[config.mk]
export PLATFORM = sky130hd
export DESIGN_NAME = sprites_extra_shifter
export DESIGN_NICKNAME = d
export VERILOG_FILES = /design/src/rtl/sprites_extra_shifter.sv
export SDC_FILE = /design/constraint.sdc
export NUM_CORES = 1
export LEC_CHECK = 0
export CAP_MARGIN = 5
export CELL_PAD_IN_SITES_DETAIL_PLACEMENT = 0
export CELL_PAD_IN_SITES_GLOBAL_PLACEMENT = 2
export CORE_MARGIN = 3
export CORE_UTILIZATION = 36
export DETAILED_ROUTE_END_ITERATION = 16
export PLACE_DENSITY_LB_ADDON = 0.1
export SLEW_MARGIN = 30
export SYNTH_ARGS = -nofsm -noshare
export SYNTH_HDL_FRONTEND = slang
export SYNTH_SLANG_ARGS = --single-unit
export TNS_END_PERCENT = 30
[constraint.sdc]
create_clock -name clk -period 4.7 [get_ports clk]
set_input_delay 0.47 -clock clk [delete_from_list [all_inputs] [get_ports clk]]
set_output_delay 0.47 -clock clk [all_outputs]
set_load 0.02 [all_outputs]
[src/rtl/sprites_extra_shifter.sv]
`default_nettype none
// ============================================================================
// Module   : sprites_extra_shifter
// Purpose  : Pixel-side shifter for the extra-sprite path. Each matching
//            extra sprite has its 8 pixels loaded into an 8-slot per-pixel
//            shifter. The load applies DMG or CGB overlap priority. One slot
//            is shifted out per pixel and merged with the main 10-sprite
//            pixel. The merged result is registered.
// Ports    : clk, reset_n (async, active-low), ce (clock enable)
//            extra_spr_en, cgb_mode          - feature enable, priority mode
//            line_start, pix_shift           - line clear, pixel advance
//            spr_*                           - extra sprite lookup result
//            main_*                          - main sprite pixel
//            out_*                           - merged pixel (1 ce-cycle latency)
//            load_count                      - extra sprites loaded this line
// Revision : 1.0 - initial release
// ============================================================================
module sprites_extra_shifter #(
    parameter int SPRITES_EXTRA = 6,
    parameter int INDEX_W       = 4
) (
    input  logic               clk,
    input  logic               reset_n,
    input  logic               ce,
    input  logic               extra_spr_en,
    input  logic               cgb_mode,
    input  logic               line_start,
    input  logic               pix_shift,
    input  logic               spr_found,
    input  logic [7:0]         spr_tile0,
    input  logic [7:0]         spr_tile1,
    input  logic               spr_xflip,
    input  logic [INDEX_W-1:0] spr_index,
    input  logic               spr_pal,
    input  logic               spr_prio,
    input  logic [2:0]         spr_cgb_pal,
    input  logic [1:0]         main_color,
    input  logic               main_pal,
    input  logic               main_prio,
    input  logic [2:0]         main_cgb_pal,
    input  logic [INDEX_W-1:0] main_index,
    output logic [1:0]         out_color,
    output logic               out_pal,
    output logic               out_prio,
    output logic [2:0]         out_cgb_pal,
    output logic [INDEX_W-1:0] out_index,
    output logic               out_extra,
    output logic [2:0]         load_count
);

    localparam int         c_NUM_SLOTS = 8;
    localparam logic [2:0] c_COUNT_MAX = 3'(SPRITES_EXTRA);

    // Slot storage; slot 0 is the pixel currently being presented.
    logic [1:0]         r_color   [c_NUM_SLOTS];
    logic               r_pal     [c_NUM_SLOTS];
    logic               r_prio    [c_NUM_SLOTS];
    logic [2:0]         r_cgb_pal [c_NUM_SLOTS];
    logic [INDEX_W-1:0] r_index   [c_NUM_SLOTS];

    logic               r_load_guard;
    logic [2:0]         r_load_count;

    logic [1:0]         r_out_color;
    logic               r_out_pal;
    logic               r_out_prio;
    logic [2:0]         r_out_cgb_pal;
    logic [INDEX_W-1:0] r_out_index;
    logic               r_out_extra;

    // Post-shift view of the slots, then post-load view.
    logic [1:0]         w_sh_color   [c_NUM_SLOTS];
    logic               w_sh_pal     [c_NUM_SLOTS];
    logic               w_sh_prio    [c_NUM_SLOTS];
    logic [2:0]         w_sh_cgb_pal [c_NUM_SLOTS];
    logic [INDEX_W-1:0] w_sh_index   [c_NUM_SLOTS];

    logic [1:0]         w_nx_color   [c_NUM_SLOTS];
    logic               w_nx_pal     [c_NUM_SLOTS];
    logic               w_nx_prio    [c_NUM_SLOTS];
    logic [2:0]         w_nx_cgb_pal [c_NUM_SLOTS];
    logic [INDEX_W-1:0] w_nx_index   [c_NUM_SLOTS];

    logic               w_ld;

    // The guard keeps a spr_found held across non-shifting cycles from
    // loading the same sprite repeatedly at one h position.
    assign w_ld = spr_found & extra_spr_en & ~r_load_guard & ~line_start;

    generate
        for (genvar gi = 0; gi < c_NUM_SLOTS; gi++) begin : g_slot
            logic [1:0] w_px;
            logic       w_take;

            assign w_px = spr_xflip ? {spr_tile1[gi], spr_tile0[gi]}
                                    : {spr_tile1[c_NUM_SLOTS-1-gi], spr_tile0[c_NUM_SLOTS-1-gi]};

            if (gi == c_NUM_SLOTS - 1) begin : g_tail
                // A transparent, attribute-free pixel enters at the tail.
                assign w_sh_color[gi]   = pix_shift ? 2'b00       : r_color[gi];
                assign w_sh_pal[gi]     = pix_shift ? 1'b0        : r_pal[gi];
                assign w_sh_prio[gi]    = pix_shift ? 1'b0        : r_prio[gi];
                assign w_sh_cgb_pal[gi] = pix_shift ? 3'b000      : r_cgb_pal[gi];
                assign w_sh_index[gi]   = pix_shift ? {INDEX_W{1'b0}} : r_index[gi];
            end else begin : g_body
                assign w_sh_color[gi]   = pix_shift ? r_color[gi+1]   : r_color[gi];
                assign w_sh_pal[gi]     = pix_shift ? r_pal[gi+1]     : r_pal[gi];
                assign w_sh_prio[gi]    = pix_shift ? r_prio[gi+1]    : r_prio[gi];
                assign w_sh_cgb_pal[gi] = pix_shift ? r_cgb_pal[gi+1] : r_cgb_pal[gi];
                assign w_sh_index[gi]   = pix_shift ? r_index[gi+1]   : r_index[gi];
            end

            // DMG: an opaque slot is never replaced (earlier X wins).
            // CGB: a lower sprite index replaces an opaque slot.
            assign w_take = w_ld && (w_px != 2'b00) &&
                            ((w_sh_color[gi] == 2'b00) ||
                             (cgb_mode && (spr_index < w_sh_index[gi])));

            assign w_nx_color[gi]   = w_take ? w_px        : w_sh_color[gi];
            assign w_nx_pal[gi]     = w_take ? spr_pal     : w_sh_pal[gi];
            assign w_nx_prio[gi]    = w_take ? spr_prio    : w_sh_prio[gi];
            assign w_nx_cgb_pal[gi] = w_take ? spr_cgb_pal : w_sh_cgb_pal[gi];
            assign w_nx_index[gi]   = w_take ? spr_index   : w_sh_index[gi];
        end
    endgenerate

    always_ff @(posedge clk or negedge reset_n) begin
        if (!reset_n) begin
            for (int i = 0; i < c_NUM_SLOTS; i++) begin
                r_color[i]   <= 2'b00;
                r_pal[i]     <= 1'b0;
                r_prio[i]    <= 1'b0;
                r_cgb_pal[i] <= 3'b000;
                r_index[i]   <= '0;
            end
            r_load_guard <= 1'b0;
            r_load_count <= 3'd0;
        end else if (ce) begin
            if (line_start) begin
                for (int i = 0; i < c_NUM_SLOTS; i++) begin
                    r_color[i]   <= 2'b00;
                    r_pal[i]     <= 1'b0;
                    r_prio[i]    <= 1'b0;
                    r_cgb_pal[i] <= 3'b000;
                    r_index[i]   <= '0;
                end
                r_load_guard <= 1'b0;
                r_load_count <= 3'd0;
            end else begin
                for (int i = 0; i < c_NUM_SLOTS; i++) begin
                    r_color[i]   <= w_nx_color[i];
                    r_pal[i]     <= w_nx_pal[i];
                    r_prio[i]    <= w_nx_prio[i];
                    r_cgb_pal[i] <= w_nx_cgb_pal[i];
                    r_index[i]   <= w_nx_index[i];
                end
                // The load follows the shift, so a load in a shifting cycle
                // leaves the guard set.
                if (w_ld) begin
                    r_load_guard <= 1'b1;
                end else if (pix_shift) begin
                    r_load_guard <= 1'b0;
                end
                // Counted even when the tile is fully transparent.
                if (w_ld && (r_load_count != c_COUNT_MAX)) begin
                    r_load_count <= r_load_count + 3'd1;
                end
            end
        end
    end

    // Main sprites always have lower OAM indices, so any opaque main pixel
    // wins over the extra path.
    always_ff @(posedge clk or negedge reset_n) begin
        if (!reset_n) begin
            r_out_color   <= 2'b00;
            r_out_pal     <= 1'b0;
            r_out_prio    <= 1'b0;
            r_out_cgb_pal <= 3'b000;
            r_out_index   <= '0;
            r_out_extra   <= 1'b0;
        end else if (ce) begin
            if (!extra_spr_en || (main_color != 2'b00)) begin
                r_out_color   <= main_color;
                r_out_pal     <= main_pal;
                r_out_prio    <= main_prio;
                r_out_cgb_pal <= main_cgb_pal;
                r_out_index   <= main_index;
                r_out_extra   <= 1'b0;
            end else begin
                r_out_color   <= r_color[0];
                r_out_pal     <= r_pal[0];
                r_out_prio    <= r_prio[0];
                r_out_cgb_pal <= r_cgb_pal[0];
                r_out_index   <= r_index[0];
                r_out_extra   <= (r_color[0] != 2'b00);
            end
        end
    end

    assign out_color   = r_out_color;
    assign out_pal     = r_out_pal;
    assign out_prio    = r_out_prio;
    assign out_cgb_pal = r_out_cgb_pal;
    assign out_index   = r_out_index;
    assign out_extra   = r_out_extra;
    assign load_count  = r_load_count;

endmodule
`default_nettype wire

==> out/summary.md, run 1 <==
### Clock tree
• 0.08 ns — Clk pin slew, worst setup/hold paths
• 0.36 ns — later-pin clock latency in the skew report
• 0 — hold buffer count at cts
• sky130_fd_sc_hd__clkbuf_16 — library cell used as clock root buffer
• 0 — Post-CTS Setup Repair Bufs
• 0 — quantity of gates resized following cts
• 104 — number of sinks on the clock net
• 2 — maximum clock path buffer count
• 3 — H-tree depth
• done — TritonCTS clock tree
• 9 — number of buffers created by CTS

### Synth
• 0% — post-synthesis xor/xnor area fraction
• 6790 um2 — Post-Syn Area
• 783 — Net Count, Synth
• 38.3% — sequential-to-total area share from yosys stat
• 16.7% — post-synthesis simple-gate area fraction
• 0 — count of flip-flops with a built-in enable after synthesis
• sky130_fd_sc_hd__dfrtp_1 — most frequent cell after synthesis
• 4.79% — share of synthesized cell area in full adder, half adder and majority cells
• 104 — number of synthesized register bits
• 55 — count of different cell masters after synthesis
• sky130_fd_sc_hd__dfrtp_1 — ys flop type
• 0 — Yosys warning count
• sky130_fd_sc_hd__dfrtp_1 — library cell occupying the most area in the post-synthesis netlist
• 24.4% — compound-cell area share of the yosys netlist
• 712 — synthesized netlist cell count
• 100% — async set-or-reset flop fraction in the synthesized netlist
• sky130_fd_sc_hd__dfrtp_1, sky130_fd_sc_hd__nand2_1, sky130_fd_sc_hd__a21oi_1 — most frequent cells after synthesis
• 10.5% — share of synthesized area spent on multiplexers
• 9.54 um2 — post-synthesis average cell area
• 38.3% — share of Yosys cell area claimed by the top area cell type
• sky130_fd_sc_hd__dfrtp_1, sky130_fd_sc_hd__a221o_1, sky130_fd_sc_hd__mux2i_1, sky130_fd_sc_hd__a21oi_1, sky130_fd_sc_hd__ha_1 — cell types occupying the most area after synthesis
• compound AO/OA/AOI/OAI gates — main combinational cell family by area after synthesis

### Timing
• 64.8% — share of the cycle needed by the critical path after routing
• 0.179 ns — worst hold slack
• 0 — Setup violations, final
• 0 ns — final setup TNS
• 1.66 ns — minimum setup slack in the final design
• 0 — Hold Fails Final Rpt
• false — unrepaired setup endpoints after global routing
• 1.00 ns — transition time at the pin with the least slew margin
• 0.329 GHz — Max Clk Rate
• 33.1% — worst max-slew margin expressed relative to the limit
• 0 — pins over their slew limit
• 3.04 ns — minimum clock period
• 0.0132 ns — Fin Clk Skew

### Critical path
• 3.26 ns — Critical Path AT
• flip-flop — endpoint kind of the worst setup timing path
• 2.25 ns — reg-to-reg setup timing slack
• pix_shift — Crit. Startpoint
• 4.92 ns — endpoint required time on the critical path
• 19 — maximum fanout count along the critical path
• r_index[21] — critical register-to-register path startpoint
• primary input — startpoint type of the worst setup path
• in -> reg — Setup Crit Path Kind

### Route
• 365 — number of DRC markers after the initial detailed-route iteration
• 5809 — detailed-route via count
• 21.0 um — Routed wire per std cell
• 5.94 — Avg Vias per Cell
• 0 — antenna violation net count after detailed routing
• 0 — number of remaining DRC errors
• 5 — detailed-router iteration count before antenna repair
• 20500 um — aggregate routed wire length

### Cells and area
• 42.8% — post-layout utilization of the core
• 7820 um2 — post-route cell area
• 11.7% — share of layout cells above drive strength 1
• 815 — net total in the final layout
• 0 — ANT cells
• 15.2% — signed area change from the synthesized netlist to the final layout

### Die
• 49 — Core Rows
• 18300 um2 — placeable core region
• 60 — number of top-level design ports
• 143 um — x dimension of the die
• 37.2% — Starting Density
• 143 um — die height
• 20500 um2 — die outline area

### Placement
• 14700 um — Detail Placement HPWL
• 59 — count of port buffers added during placement
• 7520 um2 — Post-Place Cell Area
• 0.868 — routability-driven placement congestion ratio
• 1.26 ns — worst slack at placement

### GRT
• 61 — pin count of the biggest net entering global routing
• 32700 um — global-route wire length before repair
• 0 — number of antenna violations at the first check in global routing
• 5969 — via count of the first global-routing pass
• 20.3% — GRT Total Usage
• 0 — GR Overflow Total

### Power and ir drop
• 0.156 mV — Worst VDD drop
• 3.23 nW — leakage power figure
• 278 nW/um2 — PwrDens

### Run
• 0 — count of max-cap constraint violations

### Min path
• in -> async — path category of the worst min-delay check

### Outcome
• finished clean — status

## logic make-up (layout without fill, tap and decap cells)
group | after synthesis | in the layout
AND/OR/NAND/NOR | 233 | 233
AO/OA/AOI/OAI | 211 | 211
flip-flops | 104 | 104
buffers and inverters | 71 | 108
multiplexers | 67 | 67
adder cells (fa/ha/maj) | 26 | 26
## report_power, final
part	leakage [nW]	internal [mW]	switching (mW)
clock	0.141	0.419	0.364
combinational	1.68	0.169	0.246
sequential	1.41	0.939	0.0402
## path summary, 6_finish.rpt
path | to | cells past startpoint
max | r_color[12] | 10
min | r_color[12] | 1
max reg2reg | r_color[12] | 8
min reg2reg | r_cgb_pal[19] | 1
max in group asynchronous | r_cgb_pal[7] | 2
min in group clk | r_cgb_pal[19] | 1
## final cells by class
class	count	area, um2
fill	1763	10400
multi-input combinational	537	3840
sequential	104	2600
timing repair buffer	83	758
tap	229	287
clock buffer	11	233
clock inverter	5	63.8
inverter	9	35.0
## per-layer routing
layer | GRT usage, % | vias to the layer above | part of all wire, %
li1 | - | 2779 | -
met1 | 27.4 | 2870 | 48
met2 | 33.3 | 136 | 47
met3 | 3.00 | 24 | 3.3
met4 | 7.48 | 0 | 1.8
met5 | 0 | - | 0
## cell usage in the layout (no fill, tap or decap), drive strengths merged, types with 19 or more instances in the layout
| cell | Yosys | layout |
|---|---|---|
| a21oi | 78 | 78 |
| a221o | 53 | 53 |
| buf | 35 | 27 |
| clkdlybuf4s50 | 0 | 56 |
| dfrtp | 104 | 104 |
| ha | 26 | 26 |
| mux2i | 52 | 52 |
| nand2 | 85 | 85 |
| nand3 | 32 | 32 |
| nor2 | 43 | 43 |
| nor3 | 19 | 19 |
| o311ai | 26 | 26 |
## state kept, by name, indices dropped and copies added (netlist names), 2 cells and up
signal	cells
load_count	3
r_cgb_pal	24
out_color	2
out_index	4
out_cgb_pal	3
r_index	32
r_prio	8
r_color	16
r_pal	8
## critical path, cell delays in order
cell	delay [ns]
sky130_fd_sc_hd__buf_2	0.41
sky130_fd_sc_hd__buf_4	0.39
sky130_fd_sc_hd__mux2i_1	0.32
sky130_fd_sc_hd__ha_1	0.28
sky130_fd_sc_hd__o211ai_1	0.19
sky130_fd_sc_hd__a21oi_2	0.07
sky130_fd_sc_hd__o32ai_2	0.24
sky130_fd_sc_hd__buf_4	0.23
sky130_fd_sc_hd__and2_1	0.43
sky130_fd_sc_hd__o311ai_0	0.20
## through the flow
stage | power (mW) | instances
finish | 2.18 | 978
global placement | 1.40 | 962
CTS | 2.21 | 978
detailed placement | 1.41 | 962
floorplan | 1.24 | 712
global route | 2.29 | 978
Note: power is estimated with default switching activity, not from simulation.
==> run 2: changes to the inputs <==
==> constraint.sdc (replaced) <==
create_clock -name clk -period 3.1 [get_ports clk]
set_input_delay 0.31 -clock clk [delete_from_list [all_inputs] [get_ports clk]]
set_output_delay 0.31 -clock clk [all_outputs]
set_load 0.02 [all_outputs]
==> out/summary.md, run 2 (same netlist as run 1, synthesis figures left out) <==
### Outcome
• finished clean — status

### Cells and area
• 839 — net total in the final layout
• r_index (32), r_cgb_pal (24), r_color (16) — top flop regs
• 1756 — number of fill cells
• sky130_fd_sc_hd__dfrtp_1 — most frequent standard cell in the layout excluding fill and tap cells
• 8030 um2 — post-route cell area
• 2600 um2 — Seq. cell area
• 3830 um2 — area of combinational cells with multiple inputs
• 1002 — final standard cell count with taps included and fillers excluded
• 18.2% — signed area change from the synthesized netlist to the final layout
• 0 — ANT cells
• r_index — Reg with most FFs
• sky130_fd_sc_hd__dfrtp_1, sky130_fd_sc_hd__nand2_1, sky130_fd_sc_hd__a21oi_1 — most frequent cells in the layout
• 14.4% — share of layout cells above drive strength 1
• 32 — max FFs per register

### Timing
• 83.9% — share of the cycle needed by the critical path after routing
• 0.880 ns — transition time at the pin with the least slew margin
• false — unrepaired setup endpoints after global routing
• 0.0275 ns — worst hold slack
• 0 — Setup violations, final
• 0 ns — final setup TNS
• 0.385 GHz — Max Clk Rate
• 0 — Hold Fails Final Rpt
• 41.1% — worst max-slew margin expressed relative to the limit
• 0.0137 ns — Fin Clk Skew
• 0 — pins over their slew limit
• 2.60 ns — minimum clock period

### Power and ir drop
• 30.0% — switching share of total power
• 2.36 mW — Pint
• 0.283 mV — Worst VDD drop
• 19.7% — combinational cell fraction of total power
• 36.2% — power share of the clock group
• 3.35 nW — leakage power figure
• 44.1% — power share of the sequential group
• 420 nW/um2 — PwrDens
• 3.37 mW — post-layout power
• 1.01 mW — switching power

### GRT
• 3.16% — met3 demand-to-capacity share in global routing
• met2 — most heavily used metal layer in global routing
• 34400 um — global-route wire length before repair
• 0 — GR Overflow Total
• 35.1% — met2 demand-to-capacity share in global routing
• 58 — pin count of the biggest net entering global routing
• 5997 — via count of the first global-routing pass
• 21.5% — GRT Total Usage
• 0 — number of antenna violations at the first check in global routing
• 29.7% — met1 routing resource usage after global routing

### Die
• 60 — number of top-level design ports
• 143 um — die height
• 49 — Core Rows
• 37.2% — Starting Density
• 20500 um2 — die outline area
• 143 um — x dimension of the die
• 18300 um2 — placeable core region

### Critical path
• 13 — maximum fanout count along the critical path
• 0.62 ns — reg-to-reg setup timing slack
• 3.34 ns — endpoint required time on the critical path
• 8 — Worst Reg2Reg Path Length in Cells
• flip-flop — endpoint kind of the worst setup timing path
• primary input — startpoint type of the worst setup path
• in -> reg — Setup Crit Path Kind
• 2.84 ns — Critical Path AT
• pix_shift — Crit. Startpoint
• r_index[31] — reg-to-reg critical path endpoint
• r_cgb_pal[14] — last element of the critical path
• r_index[25] — critical register-to-register path startpoint

### Clock tree
• 3 — H-tree depth
• 0 — hold buffer count at cts
• 2 — maximum clock path buffer count
• 104 — number of sinks on the clock net
• 0 — Post-CTS Setup Repair Bufs
• 0 — quantity of gates resized following cts
• 0.36 ns — later-pin clock latency in the skew report
• done — TritonCTS clock tree
• 9 — number of buffers created by CTS
• sky130_fd_sc_hd__clkbuf_16 — library cell used as clock root buffer
• 0.07 ns — Clk pin slew, worst setup/hold paths

### Placement
• 59 — count of port buffers added during placement
• 16100 um — Detail Placement HPWL
• 7720 um2 — Post-Place Cell Area
• 0.848 — routability-driven placement congestion ratio
• 986 — dpl cells

### Run
• 0 — count of max-cap constraint violations

### Route
• 21700 um — aggregate routed wire length
• 398 — number of DRC markers after the initial detailed-route iteration
• 0 — antenna violation net count after detailed routing
• 5 — detailed-router iteration count before antenna repair
• 5.95 — Avg Vias per Cell
• 0 — number of remaining DRC errors
• 5963 — detailed-route via count
• 21.7 um — Routed wire per std cell

### Min path
• in -> async — path category of the worst min-delay check

==> run 2: cell count changes in the layout (fill, tap and decap cells not counted), sizes merged <==
| cell | previous run | this run |
|---|---|---|
| buf | 27 | 51 |
| clkinvlp | 1 | 2 |
| clkinv | 2 | 1 |
==> run 2: area by class of cell <==
class                           instances  area share [%]
Inverter                                9           0.421
Multi-Input combinational cell        537            47.7
Tap cell                              229            3.57
Timing Repair Buffer                  107            12.0
Sequential cell                       104            32.4
Clock inverter                          5           0.811
Clock buffer                           11            3.02
==> run 2: how the worst min path moves through the flow <==
stage,slack (ns),cells after the start,endpoint
after floorplan,0.01,0,load_count[0]
after global placement,0.43,1,load_count[0]
after detailed placement,0.44,1,load_count[1]
after CTS,0.05,1,load_count[1]
after global routing,0.08,1,load_count[1]
final,0.03,1,load_count[1]
==> run 2: power by group through the flow <==
| stage | sequential (mW) | clock, mW | combinational, mW |
|---|---|---|---|
| 2_1_floorplan | 1.51 | 0 | 0.373 |
| 4_1_cts | 1.48 | 1.25 | 0.669 |
| 3_5_place_dp | 1.51 | 0 | 0.665 |
| 5_1_grt | 1.50 | 1.30 | 0.727 |
| 3_3_place_gp | 1.51 | 0 | 0.654 |
| 6_report | 1.49 | 1.22 | 0.665 |
==> run 2: routing by layer <==
layer | vias to the layer above | part of all wire, %
met5 | - | 0
met1 | 2940 | 46
li1 | 2822 | -
met2 | 177 | 47
met4 | 0 | 2.1
met3 | 24 | 4.7
==> run 2: metrics by stage <==
step	utilization (%)	setup slack [ns]
after floorplan	-	0.537
after global placement	42.2	0.223
after detailed placement	42.2	0.158
after CTS	43.9	0.528
after global routing	43.9	0.407
final	43.9	0.499
==> run 2: critical path: stages <==
cell                       delay, ns
sky130_fd_sc_hd__buf_2          0.35
sky130_fd_sc_hd__buf_4          0.29
sky130_fd_sc_hd__mux2i_1        0.28
sky130_fd_sc_hd__ha_1           0.27
sky130_fd_sc_hd__o211ai_1       0.24
sky130_fd_sc_hd__a21oi_2        0.08
sky130_fd_sc_hd__nor3b_1        0.43
sky130_fd_sc_hd__o31ai_2        0.19
sky130_fd_sc_hd__a221o_1        0.38
==> run 3: changes to the inputs <==
==> constraint.sdc (replaced) <==
create_clock -name clk -period 2.6 [get_ports clk]
set_input_delay 0.26 -clock clk [delete_from_list [all_inputs] [get_ports clk]]
set_output_delay 0.26 -clock clk [all_outputs]
set_load 0.02 [all_outputs]
==> out/summary.md, run 3 (same netlist as run 1, synthesis figures left out) <==
### Cells and area
• r_index — Reg with most FFs
• 8120 um2 — post-route cell area
• 1011 — final standard cell count with taps included and fillers excluded
• 848 — net total in the final layout
• sky130_fd_sc_hd__dfrtp_1 — most frequent standard cell in the layout excluding fill and tap cells
• 15.3% — share of layout cells above drive strength 1
• 1769 — number of fill cells
• 19.6% — signed area change from the synthesized netlist to the final layout
• r_index (32), r_cgb_pal (24), r_color (16) — top flop regs
• 0 — ANT cells
• sky130_fd_sc_hd__dfrtp_1, sky130_fd_sc_hd__nand2_1, sky130_fd_sc_hd__a21oi_1 — most frequent cells in the layout
• 44.4% — post-layout utilization of the core
• 32 — max FFs per register

### Route
• 0 — number of remaining DRC errors
• 21.2 um — Routed wire per std cell
• 21400 um — aggregate routed wire length
• 395 — number of DRC markers after the initial detailed-route iteration
• 0 — antenna violation net count after detailed routing
• 5 — detailed-router iteration count before antenna repair
• 6058 — detailed-route via count
• 5.99 — Avg Vias per Cell

### Clock tree
• 3 — H-tree depth
• done — TritonCTS clock tree
• 9 — number of buffers created by CTS
• 0.36 ns — later-pin clock latency in the skew report
• 0 — Post-CTS Setup Repair Bufs
• 2 — maximum clock path buffer count
• 0.08 ns — Clk pin slew, worst setup/hold paths
• 104 — number of sinks on the clock net
• sky130_fd_sc_hd__clkbuf_16 — library cell used as clock root buffer

### Power and ir drop
• 3.97 mW — post-layout power
• 489 nW/um2 — PwrDens
• 0.293 mV — Worst VDD drop
• 3.41 nW — leakage power figure

### Timing
• 0 ns — final setup TNS
• 0 — pins over their slew limit
• 0.447 GHz — Max Clk Rate
• 0 — Hold Fails Final Rpt
• false — unrepaired setup endpoints after global routing
• 0.0131 ns — Fin Clk Skew
• 60.5% — worst max-slew margin expressed relative to the limit
• 0.589 ns — transition time at the pin with the least slew margin
• 86.1% — share of the cycle needed by the critical path after routing
• 0 — Setup violations, final
• 2.24 ns — minimum clock period

### Placement
• 0.857 — routability-driven placement congestion ratio
• 7820 um2 — Post-Place Cell Area
• 15700 um — Detail Placement HPWL
• 59 — count of port buffers added during placement
• 994 — dpl cells

### Die
• 20500 um2 — die outline area
• 37.2% — Starting Density
• 143 um — x dimension of the die
• 49 — Core Rows
• 18300 um2 — placeable core region
• 60 — number of top-level design ports
• 143 um — die height

### Critical path
• 7 — Worst Reg2Reg Path Length in Cells
• flip-flop — endpoint kind of the worst setup timing path
• 2.82 ns — endpoint required time on the critical path
• sky130_fd_sc_hd__dfrtp_1 — slowest CP cell
• flip-flop — startpoint type of the worst setup path
• 2.46 ns — Critical Path AT
• 0 — Buffers & Inverters on Critical Path
• r_color[12] — reg-to-reg critical path endpoint
• compound AO/OA/AOI/OAI gates — crit-path leading delay family
• 0.36 ns — reg-to-reg setup timing slack
• 11 — maximum fanout count along the critical path
• 0.44 ns — biggest cell delay along the critical path
• r_index[23] — critical register-to-register path startpoint
• reg -> reg — Setup Crit Path Kind
• mux2i_1, ha_1, o211ai_1, a21oi_2, o32ai_2, and2_1, o311ai_0 — cell breakdown of the critical path

### Outcome
• finished clean — status

### Run
• 0 — count of max-cap constraint violations

### GRT
• 6015 — via count of the first global-routing pass
• 34300 um — global-route wire length before repair
• 21.3% — GRT Total Usage
• 0 — number of antenna violations at the first check in global routing
• 65 — pin count of the biggest net entering global routing
• 0 — GR Overflow Total

### Min path
• in -> async — path category of the worst min-delay check

==> run 3: cell type report <==
class / instances / area [um2] / share of cell area, %
Timing Repair Buffer: 116 / 1070 / 13.2
Tap cell: 229 / 287 / 3.53
Clock buffer: 9 / 225 / 2.77
Clock inverter: 7 / 70.1 / 0.863
Sequential cell: 104 / 2600 / 32.0
Inverter: 9 / 33.8 / 0.416
Multi-Input combinational cell: 537 / 3830 / 47.2
==> run 3: power by group <==
group          internal [mW]  switching, mW
Clock                  0.682          0.713
Sequential              1.70         0.0734
Combinational          0.343          0.463
==> run 3: repair_timing <==
action,4_1_cts,5_1_grt
hold buffers,1,0
resized for setup,0,0
hold endpoints to repair,25,0
==> run 3: how the worst max path moves through the flow <==
stage	start	slack, ns	end	cells after the start
2_1_floorplan	pix_shift	0.09	r_cgb_pal[14]	10
5_1_grt	r_index[21]	0.17	r_color[12]	7
6_report	r_index[23]	0.36	r_color[12]	7
3_3_place_gp	extra_spr_en	0.1	r_color[3]	7
4_1_cts	r_load_guard	0.36	r_color[3]	6
3_5_place_dp	extra_spr_en	0.05	r_color[3]	7
==> run 3: worst register-to-register path, stage by stage, from the launching register on <==
cell,delay (ns)
sky130_fd_sc_hd__dfrtp_1,0.44
sky130_fd_sc_hd__mux2i_1,0.24
sky130_fd_sc_hd__ha_1,0.30
sky130_fd_sc_hd__o211ai_1,0.13
sky130_fd_sc_hd__a21oi_2,0.07
sky130_fd_sc_hd__o32ai_2,0.27
sky130_fd_sc_hd__and2_1,0.44
sky130_fd_sc_hd__o311ai_0,0.20
==> run 3: routing by layer <==
metal  track usage [%]  share of wire (%)  wire length [um]  vias to the layer above
met5                 0                  0                 0                        -
met4              7.43                2.3               493                        0
met3              2.66                4.2               900                       30
met2              35.7                 48             10300                      178
met1              28.6                 46              9740                     2991
li1                  -                  -                 -                     2859
==> run 3: metrics by stage <==
step                      setup slack, ns  hold slack (ns)
after floorplan                    0.0871          -0.0356
after global placement             0.0997            0.220
after detailed placement           0.0463            0.219
after CTS                           0.361            0.376
after global routing                0.168            0.396
final                               0.360            0.366
